<file path="src/rtl/midi_tx.sv">
// rtl/midi_tx.sv - MIDI channel-voice transmitter with running status and 8N1 serializer
//
// Ports:
//   CLK, RST (sync, active-low), CE (clock enable; all state holds when 0)
//   CMD_VALID/CMD_READY  command handshake
//   CMD_TYPE, CHANNEL, NOTE_NUM, NOTE_VEL, PROGRAM  command fields, sampled at acceptance
//   TX        serial output, idle high
//   BUSY      message in progress
//   BYTE_OUT  byte currently on the wire, BYTE_DV one enabled-cycle strobe at its start bit

module midi_tx #(
  parameter int CLK_FREQ       = 100000000,
  parameter int BAUD           = 31250,
  parameter bit RUNNING_STATUS = 1'b1
) (
  input  logic       CLK,
  input  logic       RST,
  input  logic       CE,
  input  logic       CMD_VALID,
  output logic       CMD_READY,
  input  logic [1:0] CMD_TYPE,
  input  logic [3:0] CHANNEL,
  input  logic [6:0] NOTE_NUM,
  input  logic [6:0] NOTE_VEL,
  input  logic [6:0] PROGRAM,
  output logic       TX,
  output logic       BUSY,
  output logic [7:0] BYTE_OUT,
  output logic       BYTE_DV
);

  localparam int DIV = CLK_FREQ / BAUD;
  localparam int CW  = $clog2(DIV);
  localparam logic [CW-1:0] DIV_LAST = CW'(DIV - 1);

  // The "more bytes?" decision is taken on the last stop-bit cycle, so the
  // next start bit follows with no gap and needs no state of its own.
  localparam logic [2:0] S_IDLE  = 3'd0;
  localparam logic [2:0] S_LOAD  = 3'd1;
  localparam logic [2:0] S_START = 3'd2;
  localparam logic [2:0] S_DATA  = 3'd3;
  localparam logic [2:0] S_STOP  = 3'd4;

  logic [2:0]    state;
  logic [CW-1:0] div_cnt;
  logic [2:0]    bit_cnt;
  logic [1:0]    bytes_left;
  logic [23:0]   msg;
  logic [7:0]    shreg;
  logic [7:0]    last_status;   // 0 means "none": real status bytes have MSB=1
  logic [1:0]    lat_type;
  logic [3:0]    lat_ch;
  logic [6:0]    lat_d1;
  logic [6:0]    lat_d2;

  logic [7:0]    status;
  logic          skip;
  logic          reserved;
  logic [1:0]    load_cnt;
  logic [23:0]   load_msg;

  always_comb begin
    // 8x note off, 9x note on, Cx program change
    status   = {1'b1, lat_type[1], 1'b0, (lat_type == 2'b01), lat_ch};
    reserved = (lat_type == 2'b11);
    skip     = RUNNING_STATUS && (status == last_status);
    load_cnt = 2'd0;
    load_msg = {status, 1'b0, lat_d1, 1'b0, lat_d2};
    if (skip) begin
      load_msg = {1'b0, lat_d1, 1'b0, lat_d2, 8'h00};
    end
    if (!reserved) begin
      if (lat_type == 2'b10) begin
        load_cnt = skip ? 2'd1 : 2'd2;
      end else begin
        load_cnt = skip ? 2'd2 : 2'd3;
      end
    end
  end

  always_ff @(posedge CLK) begin
    if (!RST) begin
      state       <= S_IDLE;
      CMD_READY   <= 1'b0;
      BUSY        <= 1'b0;
      TX          <= 1'b1;
      BYTE_OUT    <= 8'h00;
      BYTE_DV     <= 1'b0;
      div_cnt     <= '0;
      bit_cnt     <= 3'd0;
      bytes_left  <= 2'd0;
      msg         <= 24'h0;
      shreg       <= 8'h00;
      last_status <= 8'h00;
      lat_type    <= 2'b00;
      lat_ch      <= 4'h0;
      lat_d1      <= 7'h00;
      lat_d2      <= 7'h00;
    end else if (CE) begin
      BYTE_DV <= 1'b0;
      case (state)
        S_IDLE: begin
          if (CMD_READY && CMD_VALID) begin
            lat_type  <= CMD_TYPE;
            lat_ch    <= CHANNEL;
            lat_d1    <= (CMD_TYPE == 2'b10) ? PROGRAM : NOTE_NUM;
            lat_d2    <= NOTE_VEL;
            CMD_READY <= 1'b0;
            BUSY      <= 1'b1;
            state     <= S_LOAD;
          end else begin
            CMD_READY <= 1'b1;
          end
        end
        S_LOAD: begin
          if (!skip && !reserved) begin
            last_status <= status;
          end
          if (load_cnt == 2'd0) begin
            state     <= S_IDLE;
            CMD_READY <= 1'b1;
            BUSY      <= 1'b0;
          end else begin
            // first byte goes straight onto the wire; the rest wait in msg
            BYTE_OUT   <= load_msg[23:16];
            BYTE_DV    <= 1'b1;
            msg        <= {load_msg[15:0], 8'h00};
            bytes_left <= load_cnt - 2'd1;
            TX         <= 1'b0;
            div_cnt    <= '0;
            state      <= S_START;
          end
        end
        S_START: begin
          if (div_cnt == DIV_LAST) begin
            div_cnt <= '0;
            bit_cnt <= 3'd0;
            TX      <= BYTE_OUT[0];
            shreg   <= {1'b0, BYTE_OUT[7:1]};
            state   <= S_DATA;
          end else begin
            div_cnt <= div_cnt + 1'b1;
          end
        end
        S_DATA: begin
          if (div_cnt == DIV_LAST) begin
            div_cnt <= '0;
            if (bit_cnt == 3'd7) begin
              TX    <= 1'b1;
              state <= S_STOP;
            end else begin
              bit_cnt <= bit_cnt + 3'd1;
              TX      <= shreg[0];
              shreg   <= {1'b0, shreg[7:1]};
            end
          end else begin
            div_cnt <= div_cnt + 1'b1;
          end
        end
        S_STOP: begin
          if (div_cnt == DIV_LAST) begin
            div_cnt <= '0;
            if (bytes_left != 2'd0) begin
              bytes_left <= bytes_left - 2'd1;
              BYTE_OUT   <= msg[23:16];
              BYTE_DV    <= 1'b1;
              msg        <= {msg[15:0], 8'h00};
              TX         <= 1'b0;
              state      <= S_START;
            end else begin
              state     <= S_IDLE;
              CMD_READY <= 1'b1;
              BUSY      <= 1'b0;
            end
          end else begin
            div_cnt <= div_cnt + 1'b1;
          end
        end
        default: begin
          state <= S_IDLE;
        end
      endcase
    end
  end

endmodule

</file>
<file path="config.mk">
export PLATFORM = sky130hd
export DESIGN_NAME = midi_tx
export DESIGN_NICKNAME = d
export VERILOG_FILES = /design/src/rtl/midi_tx.sv
export SDC_FILE = /design/constraint.sdc
export NUM_CORES = 1
export LEC_CHECK = 0
export BUFFER_PORTS_ARGS = -buffer_cell sky130_fd_sc_hd__buf_2
export CAP_MARGIN = 20
export CORE_MARGIN = 3
export CORE_UTILIZATION = 51
export CTS_BUF_LIST = sky130_fd_sc_hd__clkbuf_4 sky130_fd_sc_hd__clkbuf_8
export CTS_CLUSTER_DIAMETER = 100
export DETAILED_ROUTE_END_ITERATION = 6
export PLACE_DENSITY_LB_ADDON = 0.08
export SLEW_MARGIN = 30
export SYNTH_ARGS = -nofsm -noshare
export SYNTH_HDL_FRONTEND = slang
export SYNTH_SLANG_ARGS = --single-unit
</file>
<file path="constraint.sdc">
create_clock -name CLK -period 2.9 [get_ports CLK]
set_input_delay 0.435 -clock CLK [delete_from_list [all_inputs] [get_ports CLK]]
set_output_delay 0.435 -clock CLK [all_outputs]
set_load 0.02 [all_outputs]
</file>
==> results by group, run 1 <==
Status
  • Status: finished clean

Finish
  • Design Area, Final: 4363 sq um
  • Layout Utilization: 59.20%
  • NumNets Final: 533
  • Fillers: 714
  • Synth-to-layout area growth: 10.94%
  • Layout cell share with drive strength beyond 1: 16.10%
  • Ant. Diodes: 0

Job
  • Maxcap violations: 0

Synth
  • Share of the synthesized area in the top cell type: 40.73%
  • Syn Area/Cell: 8.332 sq um
  • Compound-cell area share of the yosys netlist: 21.38%
  • Syn Std Cell Area: 3933 sq um
  • Ys async rst share: 0%
  • Simple-Gate Fraction of Synth Area: 21.67%
  • Synth area leaders: dfxtp_1 (41%), mux2i_1 (5.9%), nor2_1 (5.6%), nand2_1 (5.3%), a21oi_1 (4.5%)
  • Yosys cell types: 58
  • Top cells by count, synth: dfxtp_1 (80), nor2_1 (59), nand2_1 (56)
  • XOR/XNOR Fraction of Synth Area: 3.786%
  • Post-synthesis mux area share: 6.141%
  • Synth Area in Adders: 1.273%
  • #FFs+latches synth: 80
  • Sequential share of the synthesized area: 40.73%
  • Count leader, synth: dfxtp_1
  • Largest family of logic cells by synthesized area: simple AND/OR/NAND/NOR gates
  • Post-Syn Instances: 472
  • Syn nets: 507
  • EDFF count, synth: 0
  • Largest area contributor in the netlist: dfxtp_1
  • Top FF cell, synth: dfxtp_1
  • Syn. warnings: 0

Timing
  • Count of final max-slew check failures: 0
  • Tmin final: 2.312 ns
  • Fin. Hold Viols: 0
  • Measured slew at the worst slew-check pin: 0.7521 ns
  • Final Cycle Share: 79.71%
  • Slew HR: 49.76%
  • Fmax: 432.6 MHz
  • Layout Skew: 0.01269 ns
  • Final Setup Violations: 0
  • RSZ-0062 raised after global routing: false
  • Hold slack final: 0.3057 ns
  • Setup total negative slack: 0 ns

Global routing
  • Vias in the first global route: 3,303
  • Grt ovf: 0
  • Pin count of the biggest net entering global routing: 35
  • Total GRT Usage: 23.42%
  • First-pass GRT wire length: 16,370 um
  • Initial antenna violation count: 0

Floorplanning
  • Core Area: 7370 sq um
  • Die width: 93.81 um
  • Site Rows: 31
  • Starting Density: 53.36%
  • Die area: 8800 sq um
  • I/O pin cnt: 43
  • DIE HEIGHT: 93.81 um

Drt
  • DR vias: 3,487
  • Starting DRT DRC Count: 310
  • First-pass DRT Iterations: 5
  • Residual DRC: 0
  • Drt wl/cell: 15.73 um
  • Vias per inst: 5.792
  • Post-DRT Antenna Nets: 0
  • Routed WL: 9467 um

Clock tree
  • CTS tree: done
  • Post-CTS setup buffers: 0
  • CTS clock-pin slew for the worst setup and hold paths: 0.09 ns
  • H-tree levels: 3
  • Cts repair resizes: 0
  • Clock root buffer: clkbuf_8
  • Clk_lat worst skew: 0.36 ns
  • CTS Buf Count: 9
  • CTS sink count: 80
  • Hold_buf cts: 0
  • Max clock buf depth: 2

Critical path
  • CP Class: flip-flop to flip-flop
  • FF-to-FF setup slack: 0.59 ns
  • CP startpoint: lat_type[1]
  • Crit path max fanout: 10
  • Worst reg2reg path depth: 7
  • Critical-path cell list: xor2_1 -> nor4_2 -> and3_1 -> ha_1 -> a21oi_1 -> a211oi_1 -> o221a_2
  • CP startpoint kind: flip-flop
  • Arrival time worst endpoint: 2.57 ns
  • Capture point of the worst reg-to-reg path: bytes_left[0]
  • Worst Path Required: 3.16 ns
  • CP max stage cell: dfxtp_1
  • Critical Path End Type: flip-flop
  • Crit path largest cell delay: 0.54 ns
  • Crit path capture: bytes_left[0]
  • Start of the worst register-to-register path: lat_type[1]

Placement
  • Placed Area: 4182 sq um
  • Final GP Congestion: 0.8450
  • Input/output buffers: 42
  • DP HPWL: 6706 um

Power
  • Worst vdd ir: 0.2861 mV
  • PnR Total Power: 2220 uW
  • P_leak: 0.001613 uW
  • Pwr dens: 508.8 nW/um^2

Hold path
  • Hold crit path type: input pin to flip-flop
-- per-stage QoR --
stage	setup WS [ns]	std cells
global placement	0.5067	586
global route	0.3291	602
detailed placement	0.4403	586
finish	0.5884	602
CTS	0.5854	602
floorplan	0.5249	472
-- where the power goes --
part           switching (uW)  total (uW)  internal, uW
registers                30.3        1160          1130
clock network             412         767           355
logic                     186         297           112
total                     627        2220          1590
-- critical path: cells and delay by family (launching register included) --
kind	cells	cell delay (ns)
flip-flops	1	0.54
adder cells (fa/ha/maj)	1	0.26
AO/OA/AOI/OAI	3	0.52
AND/OR/NAND/NOR	2	0.74
XOR/XNOR	1	0.14
-- worst min-delay path by stage --
| stage | end | startpoint | depth (start not counted) | slack [ns] |
|---|---|---|---|---|
| 2_1_floorplan | last_status[7] | last_status[7] | 2 | 0.43 |
| 3_3_place_gp | shreg[6] | shreg[6] | 2 | 0.44 |
| 3_5_place_dp | shreg[6] | shreg[6] | 2 | 0.45 |
| 4_1_cts | lat_ch[1] | CHANNEL[1] | 3 | 0.29 |
| 5_1_grt | lat_d2[4] | NOTE_VEL[4] | 3 | 0.31 |
| 6_report | lat_ch[1] | CHANNEL[1] | 3 | 0.31 |
-- flip-flops by register name (all words and copies together) (netlist names) --
| register | flops |
|---|---|
| CMD_READY | 1 |
| bit_cnt | 3 |
| shreg | 7 |
| BYTE_OUT | 8 |
| bytes_left | 2 |
| lat_ch | 4 |
| state | 3 |
| lat_d2 | 7 |
| msg | 14 |
| lat_d1 | 7 |
| BYTE_DV | 1 |
| last_status | 7 |
| div_cnt | 12 |
| lat_type | 2 |
| BUSY | 1 |
| TX | 1 |
-- logic make-up (layout without fill, tap and decap cells) --
family / after synthesis / in the layout
compound gates: 126 / 126
xor+xnor: 17 / 17
fa+ha+maj: 4 / 4
buf+inv: 43 / 74
flops: 80 / 80
mux: 24 / 24
simple gates: 178 / 178
-- metal layers --
layer,GRT usage [%],vias to the layer above,share of wire [%]
met5,0,-,0
met2,38.08,81,48
met1,31.83,1650,46
li1,-,1749,-
met3,5.288,7,4.6
met4,4.934,0,0.74
-- cells in the final DEF, fill, tap and decap left out, types with 4 or more instances in the layout --
cell type / synthesis / layout
nand3b_1: 4 / 4
o31ai_1: 9 / 9
o21ai_0: 31 / 31
nor3_1: 11 / 11
clkbuf_8: 0 / 10
ha_1: 4 / 4
buf_4: 0 / 11
inv_1: 4 / 4
a311oi_1: 6 / 6
nand2b_1: 7 / 7
a21oi_1: 35 / 35
mux2i_1: 23 / 23
nand3_1: 8 / 8
nor2b_1: 6 / 6
nand2_1: 56 / 56
and3_1: 4 / 4
xor2_1: 9 / 9
a32o_1: 9 / 9
o211ai_1: 5 / 5
dfxtp_1: 80 / 80
buf_2: 5 / 42
nor2_1: 59 / 59
xnor2_1: 8 / 8
nand4_1: 6 / 6
a211oi_1: 11 / 11
and2_1: 4 / 4
-- cell type report --
type | instances | area [sq um] | share of cell area [%]
inverter | 5 | 18.77 | 0.4302
clock inverter | 4 | 28.78 | 0.6596
multi-input combinational | 349 | 2145 | 49.15
clock buffer | 12 | 152.6 | 3.499
timing repair buffer | 53 | 292.8 | 6.711
sequential | 80 | 1602 | 36.71
tap | 99 | 123.9 | 2.839
Power figures use the tool's default switching activity.
==> run 2, diff against run 1 <==
clock period = 2 ns   (was 2.9 ns; I/O delays follow)
==> run 2 against run 1 <==
Compared with the run above:
- flip-flop and latch count is the same
- largest power group unchanged
- final cell count grew 4.7%
- global-route usage shrank 0.058 points
- sequential share of layout area shrank 2.5 points
- worst hold slack lost 0.13 ns
- routed wire length grew 1.6%
- highest routed layer unchanged
- first-iteration DRC count grew 1.9%
- via count grew 1.9%
- core utilization grew 4.5 points
- register-to-register slack lost 0.50 ns
==> results by group, run 2 (same netlist as run 1, synthesis figures left out) <==
Status
  • Status: finished clean

Finish
  • Multi-input gate area: 2192 sq um (+2.2%)
  • Max FFs per register: 14 (unchanged)
  • Design Area, Final: 4697 sq um (+7.7%)
  • Layout Utilization: 63.74% (+4.5 points)
  • Layout cell share with drive strength beyond 1: 22.60% (+6.5 points)
  • Fillers: 664 (-7.0%)
  • Commonest non-fill, non-tap cell in the layout: dfxtp_1
  • Largest register by flop count: msg
  • Synth-to-layout area growth: 19.44%
  • Top flop regs: msg x14, div_cnt x12, BYTE_OUT x8
  • Ant. Diodes: 0 (unchanged)
  • NumNets Final: 561 (+5.3%)
  • Commonest non-fill, non-tap cells in the layout: dfxtp_1 (77), nor2_1 (59), nand2_1 (54)
  • FF+latch area: 1605 sq um (+0.23%)

Drt
  • Residual DRC: 0 (unchanged)
  • DR vias: 3,553 (+1.9%)
  • Starting DRT DRC Count: 316 (+1.9%)
  • First-pass DRT Iterations: 4 (-1)
  • Drt wl/cell: 15.27 um (-2.9%)
  • Post-DRT Antenna Nets: 0 (unchanged)
  • Routed WL: 9623 um (+1.6%)
  • Vias per inst: 5.640 (-2.6%)

Timing
  • RSZ-0062 raised after global routing: false
  • Setup total negative slack: 0 ns (unchanged)
  • Measured slew at the worst slew-check pin: 0.7693 ns (+0.01724 ns)
  • Slew HR: 48.60% (-1.2 points)
  • Fmax: 523.9 MHz (+21%)
  • Tmin final: 1.909 ns (-0.4028 ns)
  • Hold slack final: 0.1710 ns (-0.1347 ns)
  • Final Cycle Share: 95.44% (+16 points)
  • Count of final max-slew check failures: 0 (unchanged)
  • Final Worst Setup Slack: 0.09119 ns (-0.4972 ns)
  • Layout Skew: 0.009931 ns (-0.002763 ns)
  • Fin. Hold Viols: 0 (unchanged)
  • Final Setup Violations: 0 (unchanged)

Clock tree
  • CTS sink count: 80 (unchanged)
  • Max clock buf depth: 2 (unchanged)
  • CTS tree: done
  • Hold_buf cts: 0 (unchanged)
  • Clk_lat worst skew: 0.36 ns (about the same)
  • Post-CTS setup buffers: 0 (unchanged)
  • CTS Buf Count: 9 (unchanged)
  • Clock root buffer: clkbuf_8
  • H-tree levels: 3 (unchanged)
  • CTS clock-pin slew for the worst setup and hold paths: 0.09 ns (about the same)

Critical path
  • Crit path largest cell delay: 0.36 ns (-0.18 ns)
  • Capture point of the worst reg-to-reg path: msg[17]
  • Critical Path End Type: flip-flop
  • Critical-path cell list: ha_2 -> nand2_2 -> nor4b_4 -> a21oi_4 -> or2_1 -> buf_4 -> a32o_1
  • CP startpoint: div_cnt[1]
  • CP Class: flip-flop to flip-flop
  • Delay-heaviest family, CP: simple AND/OR/NAND/NOR gates
  • Arrival time worst endpoint: 2.16 ns (-0.41 ns)
  • Worst Path Required: 2.25 ns (-0.91 ns)
  • Critical path depth: 7 (unchanged)
  • FF-to-FF setup slack: 0.09 ns (-0.50 ns)
  • Worst reg2reg path depth: 7 (unchanged)
  • CP startpoint kind: flip-flop
  • Crit path capture: msg[17]
  • Start of the worst register-to-register path: div_cnt[1]
  • CP max stage cell: dfxtp_1
  • WP buf/inv: 1 (+1)
  • Crit path max fanout: 9 (-1)

Global routing
  • Vias in the first global route: 3,402 (+3.0%)
  • Grt ovf: 0 (unchanged)
  • Total GRT Usage: 23.36% (-0.058 points)
  • Initial antenna violation count: 0 (unchanged)
  • First-pass GRT wire length: 16,350 um (-0.12%)
  • Pin count of the biggest net entering global routing: 34 (-2.9%)

Placement
  • Final GP Congestion: 0.8588 (+1.6%)
  • Input/output buffers: 42 (unchanged)
  • Pre-CTS setup slack: 0.02403 ns (-0.4162 ns)
  • Placed Area: 4454 sq um (+6.5%)
  • DP HPWL: 6936 um (+3.4%)

Power
  • Pwr dens: 754.1 nW/um^2 (+48%)
  • Worst vdd ir: 0.5599 mV (+96%)
  • P_leak: 0.001783 uW (+11%)

Hold path
  • Hold crit path type: input pin to flip-flop
  • Min-delay src: NOTE_VEL[4]

Floorplanning
  • I/O pin cnt: 43 (unchanged)
  • Starting Density: 53.36% (unchanged)
  • DIE HEIGHT: 93.81 um (unchanged)
  • Die area: 8800 sq um (unchanged)
  • Core Area: 7370 sq um (unchanged)
  • Die width: 93.81 um (unchanged)
  • Site Rows: 31 (unchanged)

Job
  • Maxcap violations: 0 (unchanged)
run 2: cell count changes in the layout (fill, tap and decap cells not counted), sizes merged:
cell    change
buf        +28
inv         -1
clkbuf      -1
bufinv      +2
run 2: layout make-up:
cell class / instances / share of cell area (%)
repair buffers: 81 / 11.32
clock buffers: 11 / 3.090
inverters: 5 / 0.3996
well taps: 99 / 2.637
flip-flops and latches: 80 / 34.18
clock inverters: 5 / 1.705
multi-input cells: 349 / 46.67
run 2: where the power goes:
part | internal [uW] | total [uW] | switching [uW]
clock network | 749 | 1360 | 611
registers | 1630 | 1670 | 34.6
logic | 220 | 515 | 295
run 2: tightest hold or removal path: cells and delay by family:
family,cells,cell delay (ns)
compound gates,1,0.05
buf+inv,1,0.09
simple gates,1,0.04
run 2: timing repair:
item / 4_1_cts / 5_1_grt
pin swaps: 0 / 2
cloned: 0 / 0
resized for setup: 1 / 6
setup endpoints to repair: 1 / 25
run 2: worst min path at each step:
stage	end	slack [ns]	cells past startpoint
after global placement	shreg[6]	0.44	2
after global routing	lat_d2[5]	0.17	3
final	lat_d2[4]	0.17	3
after floorplan	last_status[7]	0.43	2
after CTS	lat_d2[4]	0.16	3
after detailed placement	shreg[6]	0.45	2
run 2: stage by stage:
step	total power (uW)	instances
after floorplan	2031	472
after global placement	2205	614
after detailed placement	2214	614
after CTS	3553	630
after global routing	3688	630
final	3542	630
run 2: metal layers:
layer	vias up	routed length, um	share of wire (%)	global-route usage (%)
li1	1798	-	-	-
met1	1670	4518	47	31.55
met2	71	4572	48	37.61
met3	14	349	3.6	3.365
met4	0	183	1.9	9.025
met5	-	0	0	0
==> run 3, diff against run 2 <==
clock period = 2.2 ns   (was 2 ns; I/O delays follow)
==> run 3 against run 2 <==
Compared with the run above:
- critical path depth is 1 higher
- routed wire length is 0.27% lower
- worst hold slack better by 0.041 ns
- design area is 2.9% lower
- flip-flop and latch count stayed put
- sequential power is 8% lower
- critical endpoint is now shreg[5]
- power is 14% lower
==> results by group, run 3 (same netlist as run 1, synthesis figures left out) <==
Floorplanning
  • DIE HEIGHT: 93.81 um (unchanged)
  • Starting Density: 53.36% (unchanged)
  • Core Area: 7370 sq um (unchanged)
  • Die area: 8800 sq um (unchanged)
  • I/O pin cnt: 43 (unchanged)
  • Site Rows: 31 (unchanged)
  • Die width: 93.81 um (unchanged)

Critical path
  • CP dominant cell by count: buf_4
  • Critical-path cell list: ha_1 -> nand2_1 -> nor4b_4 -> buf_4 -> and3_1 -> buf_4 -> nor2_1 -> a311oi_1
  • Critical Path End Type: flip-flop
  • CP startpoint kind: flip-flop
  • CP max stage cell: dfxtp_1
  • Start of the worst register-to-register path: div_cnt[0]
  • Crit path largest cell delay: 0.38 ns (+0.02 ns)
  • Arrival time worst endpoint: 2.29 ns (+0.13 ns)
  • WP buf/inv: 2 (+1)
  • Worst reg2reg path depth: 8 (+1)
  • FF-to-FF setup slack: 0.17 ns (+0.08 ns)
  • CP Class: flip-flop to flip-flop
  • Delay-heaviest family, CP: simple AND/OR/NAND/NOR gates
  • Capture point of the worst reg-to-reg path: shreg[5]
  • Crit path max fanout: 16 (+7)
  • Worst Path Required: 2.46 ns (+0.21 ns)

Global routing
  • Grt met2 use: 36.96% (-0.65 points)
  • Met3 GRT Util: 2.965% (-0.40 points)
  • Initial antenna violation count: 0 (unchanged)
  • Vias in the first global route: 3,276 (-3.7%)
  • GRT busiest layer: met2
  • Pin count of the biggest net entering global routing: 37 (+8.8%)
  • Met1 usage: 31.01% (-0.54 points)
  • First-pass GRT wire length: 16,010 um (-2.1%)
  • Grt ovf: 0 (unchanged)
  • Total GRT Usage: 22.81% (-0.55 points)

Clock tree
  • Max clock buf depth: 2 (unchanged)
  • Clk_lat worst skew: 0.35 ns (about the same)
  • Post-CTS setup buffers: 0 (unchanged)
  • H-tree levels: 3 (unchanged)
  • Hold_buf cts: 0 (unchanged)
  • CTS tree: done
  • CTS clock-pin slew for the worst setup and hold paths: 0.09 ns (about the same)
  • CTS sink count: 80 (unchanged)
  • CTS Buf Count: 9 (unchanged)
  • Clock root buffer: clkbuf_8

Finish
  • Multi-input gate area: 2163 sq um (-1.3%)
  • Fillers: 671 (+1.1%)
  • NumNets Final: 549 (-2.1%)
  • Top flop regs: msg x14, div_cnt x12, BYTE_OUT x8
  • Ant. Diodes: 0 (unchanged)
  • Largest register by flop count: msg
  • Commonest non-fill, non-tap cells in the layout: dfxtp_1 (79), nor2_1 (59), nand2_1 (56)
  • Layout cell share with drive strength beyond 1: 19.27% (-3.3 points)
  • Design Area, Final: 4561 sq um (-2.9%)
  • FF+latch area: 1603 sq um (-0.16%)
  • Max FFs per register: 14 (unchanged)
  • Synth-to-layout area growth: 15.97%
  • Commonest non-fill, non-tap cell in the layout: dfxtp_1

Power
  • PnR Total Power: 3064 uW (-14%)
  • Pwr dens: 671.8 nW/um^2 (-11%)
  • P_leak: 0.001722 uW (-3.4%)
  • Worst vdd ir: 0.3714 mV (-34%)

Timing
  • Count of final max-slew check failures: 0 (unchanged)
  • Final Cycle Share: 92.24% (-3.2 points)
  • RSZ-0062 raised after global routing: false
  • Setup total negative slack: 0 ns (unchanged)
  • Final Setup Violations: 0 (unchanged)
  • Layout Skew: 0.009769 ns (-0.0001624 ns)
  • Tmin final: 2.029 ns (+0.1204 ns)
  • Measured slew at the worst slew-check pin: 0.7662 ns (-0.003191 ns)
  • Fmax: 492.8 MHz (-5.9%)
  • Fin. Hold Viols: 0 (unchanged)
  • Slew HR: 48.82% (+0.21 points)

Placement
  • Final GP Congestion: 0.8900 (+3.6%)
  • Placed Area: 4358 sq um (-2.2%)
  • Input/output buffers: 42 (unchanged)
  • DP HPWL: 6695 um (-3.5%)

Status
  • Status: finished clean

Hold path
  • Hold crit path type: input pin to flip-flop
  • Hold path endpoint: lat_d2[0]
  • Hold depth: 3 (unchanged)
  • Min-delay src: NOTE_VEL[0]

Drt
  • Drt wl/cell: 15.53 um (+1.7%)
  • Post-DRT Antenna Nets: 0 (unchanged)
  • First-pass DRT Iterations: 4 (unchanged)
  • Residual DRC: 0 (unchanged)
  • Routed WL: 9597 um (-0.27%)
  • Vias per inst: 5.694 (+0.97%)
  • Starting DRT DRC Count: 187 (-41%)
  • DR vias: 3,519 (-0.96%)

Job
  • Maxcap violations: 0 (unchanged)
## run 3: cell count changes in the layout (fill, tap and decap cells not counted), moves of 2 or more
cell and change:
ha_1 +2, dfxtp_2 -2, clkinv_4 +2, dfxtp_1 +2, nand2_2 -2, nand2_1 +2, buf_4 -12, clkbuf_4 +2
## run 3: worst min-delay path: cells and delay by family
kind | cells | cell delay [ns]
AOI/OAI and AO/OA | 1 | 0.05
buffers and inverters | 1 | 0.09
and+or+nand+nor | 1 | 0.05
## run 3: power breakdown
part / switching [uW] / total (uW) / internal, uW
clock network: 537 / 1100 / 567
logic: 248 / 430 / 182
registers: 45.4 / 1530 / 1480
## run 3: timing repair
action,in CTS,in global routing
setup endpoints to repair,0,7
gates resized for setup,0,1
endpoints found under the hold margin,0,0
## run 3: worst max-delay path by stage
stage                           start            end  slack, ns  cells after the start
final                      div_cnt[0]       shreg[5]       0.17                      8
after global routing       div_cnt[0]       shreg[1]       0.04                      8
after CTS                  div_cnt[0]       shreg[5]        0.1                      8
after detailed placement   div_cnt[0]       shreg[5]       0.13                      8
after global placement    lat_type[1]  bytes_left[0]       0.21                      7
after floorplan           lat_type[1]  bytes_left[0]       0.02                     10
## run 3: layout make-up
class | instances | share of cell area, %
Clock inverter | 4 | 1.207
Tap cell | 99 | 2.716
Inverter | 5 | 0.4115
Timing Repair Buffer | 69 | 9.877
Sequential cell | 80 | 35.14
Clock buffer | 12 | 3.210
Multi-Input combinational cell | 349 | 47.43
## run 3: stage by stage
stage                     instances  utilization, %  hold WS [ns]  setup slack [ns]
final                           618           61.88        0.2116            0.1708
after detailed placement        602           59.13        0.4574            0.1269
after global routing            618           61.88        0.2184           0.04316
after floorplan                 472               -        0.4317           0.01548
after global placement          602           59.13        0.4416            0.2083
after CTS                       618           61.87        0.2008           0.09537
## run 3: per-layer routing
layer | share of wire, % | wire [um]
met5 | 0 | 0
met2 | 48 | 4587
met1 | 47 | 4463
met3 | 4.2 | 407
met4 | 1.4 | 139
